==> src/rtl/fetch_unit.sv <==
// fetch_unit: PC generation and ROM-latency alignment for the IF stage,
// with stall replay and zero-bubble redirect.
module fetch_unit #(
    parameter logic [31:0] PC_RESET = 32'h0000_0000,
    parameter int          ADDR_W   = 10
) (
    input  logic              clk,
    input  logic              rst_n,
    input  logic              stall,
    input  logic              redirect_valid,
    input  logic [31:0]       redirect_pc,
    output logic [ADDR_W-1:0] rom_addr,
    input  logic [31:0]       rom_instr,
    output logic              if_valid,
    output logic [31:0]       if_pc,
    output logic [31:0]       if_instr,
    output logic              misalign_err,
    output logic [31:0]       fetch_count
);
    logic [31:0] pc_q, pc_d, if_pc_q, if_pc_d, cnt_q, cnt_d, tgt;
    logic        valid_q, valid_d, misalign_q, misalign_d, hold;

    always_comb begin
        tgt        = {redirect_pc[31:2], 2'b00};
        hold       = stall && valid_q && !redirect_valid;
        // A held stall re-reads the current word so rom_instr stays stable.
        rom_addr   = redirect_valid ? redirect_pc[ADDR_W+1:2] :
                     (stall && valid_q) ? if_pc_q[ADDR_W+1:2] : pc_q[ADDR_W+1:2];
        if_pc_d    = hold ? if_pc_q : redirect_valid ? tgt : pc_q;
        pc_d       = hold ? pc_q : redirect_valid ? tgt + 32'd4 : pc_q + 32'd4;
        valid_d    = hold ? valid_q : 1'b1;
        misalign_d = misalign_q || (redirect_valid && (redirect_pc[1:0] != 2'b00));
        cnt_d      = hold ? cnt_q : cnt_q + 32'd1;
    end

    always_ff @(posedge clk or negedge rst_n) begin
        if (!rst_n) begin
            pc_q       <= PC_RESET;
            if_pc_q    <= 32'd0;
            valid_q    <= 1'b0;
            misalign_q <= 1'b0;
            cnt_q      <= 32'd0;
        end else begin
            pc_q       <= pc_d;
            if_pc_q    <= if_pc_d;
            valid_q    <= valid_d;
            misalign_q <= misalign_d;
            cnt_q      <= cnt_d;
        end
    end

    // ROM output is undefined until the first real fetch, so mask it with a NOP.
    assign if_valid     = valid_q;
    assign if_pc        = if_pc_q;
    assign if_instr     = valid_q ? rom_instr : 32'h0000_0013;
    assign misalign_err = misalign_q;
    assign fetch_count  = cnt_q;
endmodule

==> config.mk <==
export PLATFORM = sky130hd
export DESIGN_NAME = fetch_unit
export DESIGN_NICKNAME = d
export VERILOG_FILES = /design/src/rtl/fetch_unit.sv
export SDC_FILE = /design/constraint.sdc
export NUM_CORES = 1
export LEC_CHECK = 0
export CAP_MARGIN = 20
export CORE_ASPECT_RATIO = 2
export CORE_UTILIZATION = 43
export DETAILED_ROUTE_END_ITERATION = 6
export PLACE_DENSITY = 0.8
export SETUP_SLACK_MARGIN = 0.2
export SKIP_LAST_GASP = 1
export SLEW_MARGIN = 20
export SYNTH_ARGS = -nofsm -noshare
export SYNTH_HDL_FRONTEND = slang
export SYNTH_SLANG_ARGS = --single-unit
==> constraint.sdc <==
create_clock -name clk -period 2 [get_ports clk]
set_clock_uncertainty 0.15 [all_clocks]
set_input_delay 0.3 -clock clk [delete_from_list [all_inputs] [get_ports clk]]
set_output_delay 0.3 -clock clk [all_outputs]
set_load 0.05 [all_outputs]
==> impl_metrics.toml <==
[outcome]
run_status = "complete, but fails checks"
failed_checks = "setup timing"

[placement]
gp_congestion = 0.877
numPlacedInstances = 984
dpl.hpwl_um = 14100
port_buffers = 173

[detailed_routing]
detail_route.wirelength_um = 21800
drc_violations = 0
detail_route.first_pass.iterations = 4
viasPerCell = 5.58
final_antenna_net_count = 0
vias = 5884
drt_iter0_drc = 245
routedWlPerCell_um = 20.7

[timing]
setup_tns_ps = -1570
period_share_pct = 111
postLayoutSetupSlackWorst_ps = -213
worst_pin_slew_ps = 554
fmax_mhz = 452
final-setup-viol-count = 28
min_period_ps = 2210
rsz_0062_raised_after_global_routing = "yes"
hold_viol = 0
drv_slew = 0
max-slew-margin-rel_pct = 63.1

[logic_synthesis]
synthXorXnorAreaFrac_pct = 13.6
post_synth.cell_area_avg_um2 = 9.43
synth_seq_area_share_pct = 42.1
synth_top_family_by_area = "simple AND/OR/NAND/NOR gates"
syn_area_um2 = 5590
synth-adder-area-share_pct = 0.448
postSynthRegisterBits = 94
synth_compound_gate_area_share_pct = 8.06
cell_count_after_synthesis = 592
synth.mux.area_fraction_pct = 9.01
synth.yosys.warnings = 0
count_of_different_cell_masters_after_synthesis = 50
yosys.area_share.simple_pct = 23.2

[grt]
grt_pass1_vias = 6134
antenna_found_initial = 0
grt_usage_pct = 30.7
grt_start_max_net_pins = 95
globalRouteOverflowTotal = 0
first_pass_grt_wire_length_um = 31000

[clocking]
cts_inserted_buffers = 9
cts_htree_levels = 3
cts_tree = "yes"
clk_latency_ps = 350
clockBufferDepth = 2
clk_transition_reported_paths_ps = 70
cts-root-buf = "clkbuf_16"
numClockSinks = 94

[die]
core_area_um2 = 12600
vertical_extent_of_the_die_um = 163
std_cell_rows = 58
top_level_ports = 176
die-width_um = 82.6
initial_core_utilization_pct = 44.2
design.die.area_um2 = 13500

[pwr]
cellPowerDensity_nw_per_um2 = 686
power.net_switching_mw = 2.61
power.clock.fraction_pct = 25.6
power_leakage_nw = 4.46
sequential_power_share_pct = 33.6
max-vdd-ir-drop_v = 0.000890
internal_power_mw = 4.38
comb_power_share_pct = 40.8
sw_frac_of_total_pct = 37.3

[worst_setup_path]
crit_required_ps = 2060
critPathArrivalTime_ps = 2280
worstSetupStartpointType = "flop"
end_kind = "flop"
path_max_fanout = 4
path_class = "reg -> reg"

[final_layout]
layout.nets = 970
postLayoutCoreUtil_pct = 80.7
areaGrowthSynthToFinish_pct = 82.4
insertedDiodeCount = 0
layout-drive-gt1-share_pct = 45.3
finish.cell_count_without_fillers = 1055

[hold_path]
timing.hold.worst.class = "in -> reg"

[flow_run]
drv_cap = 0
final cells by class:
type / instances / area, µm²
timing repair buffer: 325 / 3420
fill: 733 / 2440
clock buffer: 13 / 260
tap: 150 / 188
clock inverter: 3 / 42.5
sequential: 94 / 2380
multi-input combinational: 460 / 3860
inverter: 10 / 40.0
cell usage after synthesis (all sizes together):
cell	n	area share, %
and3	5	0.56
a221oi	1	0.47
dfrtp	94	42
a32o	1	0.18
nand3	33	3.1
a22oi	4	0.63
nand3b	8	1.1
and4b	1	0.18
xor2	31	4.9
ha	2	0.45
and4	2	0.31
inv	10	0.67
nand2	75	5.2
clkbuf	17	1.1
nor2	28	1.9
conb	2	0.13
o21bai	1	0.13
o32ai	1	0.16
nor3b	1	0.22
a222oi	1	0.18
or2	1	0.11
nand4b	4	0.63
a21o	1	0.13
nor2b	3	0.34
or4	1	0.13
buf	14	1.6
and2	32	3.6
o21a	1	0.13
mux2i	48	8.6
xnor2	56	8.8
nor3	16	1.7
a21oi	13	1.2
nand2b	7	0.78
mux2	2	0.40
nor4	5	1.0
a22o	2	0.31
nand4	16	2.2
o21ai	51	4.6
or3	1	0.11
worst paths after layout:
path	from	end	slack (ps)	cells past startpoint
min in group asynchronous	rst_n	fetch_count[16]$_DFFE_PN0N_	350	3
worst min register to register	fetch_count[31]$_DFFE_PN0N_	fetch_count[31]$_DFFE_PN0N_	320	1
worst max register to register	pc_q[3]$_DFFE_PN0N_	pc_q[29]$_DFFE_PN0N_	-210	9
worst min-delay path	redirect_valid	pc_q[16]$_DFFE_PN0N_	160	3
max in group asynchronous	rst_n	fetch_count[1]$_DFFE_PN0N_	860	3
worst max-delay path	pc_q[3]$_DFFE_PN0N_	pc_q[29]$_DFFE_PN0N_	-210	9
registers in the layout (all words and copies together) (netlist names):
| signal | cells |
|---|---|
| fetch_count | 32 |
| if_pc | 30 |
| if_valid | 1 |
| misalign_err | 1 |
| pc_q | 30 |
worst max-delay path: stages, from the launching register on:
cell and delay, ps:
dfrtp_1 360, buf_4 120, buf_6 80, nand4b_1 160, a22oi_2 270, nand4_1 240, buf_4 220, nor3_1 170
xnor2_1 170, mux2i_1 130
per-stage QoR:
step | setup WS, ps | cell area [µm²] | power (mW) | hold slack [ps]
CTS | -62.0 | 9680 | 6.77 | 165
detailed placement | -530 | 8770 | 4.86 | 244
global route | -322 | 10200 | 7.21 | 177
finish | -213 | 10200 | 6.99 | 164
floorplan | -632 | 6030 | 3.77 | -146
global placement | -426 | 8770 | 4.77 | 241
layer usage:
layer	track usage (%)	share of wire, %	up-vias	wire [µm]
li1	-	-	2648	-
met5	0	0	-	0
met2	56.5	57	215	12500
met3	6.65	4.5	78	983
met1	30.6	34	2943	7330
met4	16.8	4.7	0	1030
cell families after synthesis:
logic type	Yosys count
AOI/OAI and AO/OA	77
xor gates and xnor gates	87
adders and majority gates	2
buffers and inverters	41
DFF	94
muxes	50
other	2
and+or+nand+nor	239
repair_timing:
action,CTS,global route
resized for setup,121,85
pin swaps,44,36
setup endpoints to repair,118,96
buffers inserted,26,22
endpoints found under the hold margin,94,0
hold buffers,1,0
cloned,4,2
power groups by stage:
stage	logic, mW	clock network (mW)	registers (mW)
finish	2.85	1.79	2.35
global route	2.97	1.87	2.37
CTS	2.65	1.79	2.33
detailed placement	2.50	0	2.36
global placement	2.44	0	2.33
floorplan	0.932	0	2.83
layout by cell type, fill, tap and decap left out, types with 3 or more instances in the layout:
cell type,count
xnor2_1,55
conb_1,3
nand4b_1,4
buf_6,26
nor3_4,9
nor3_2,5
buf_12,50
clkbuf_16,10
nand2_1,67
mux2i_1,39
dlygate4sd2_1,31
inv_1,8
nor2_1,15
a21oi_1,11
nand2_2,4
and3_4,3
nor4_4,4
xor2_1,31
nand4_4,3
a22oi_2,3
dfrtp_1,72
nand3_1,19
nand2b_4,5
and2_4,31
nand3_2,12
dfrtp_2,22
o21ai_2,3
o21ai_0,24
nor2_4,8
clkdlybuf4s50_1,54
nor2_2,5
o21ai_4,7
buf_4,157
o21ai_1,17
mux2i_4,8
nand3b_1,7
nand4_1,14
Note: power is estimated with default switching activity, not from simulation.
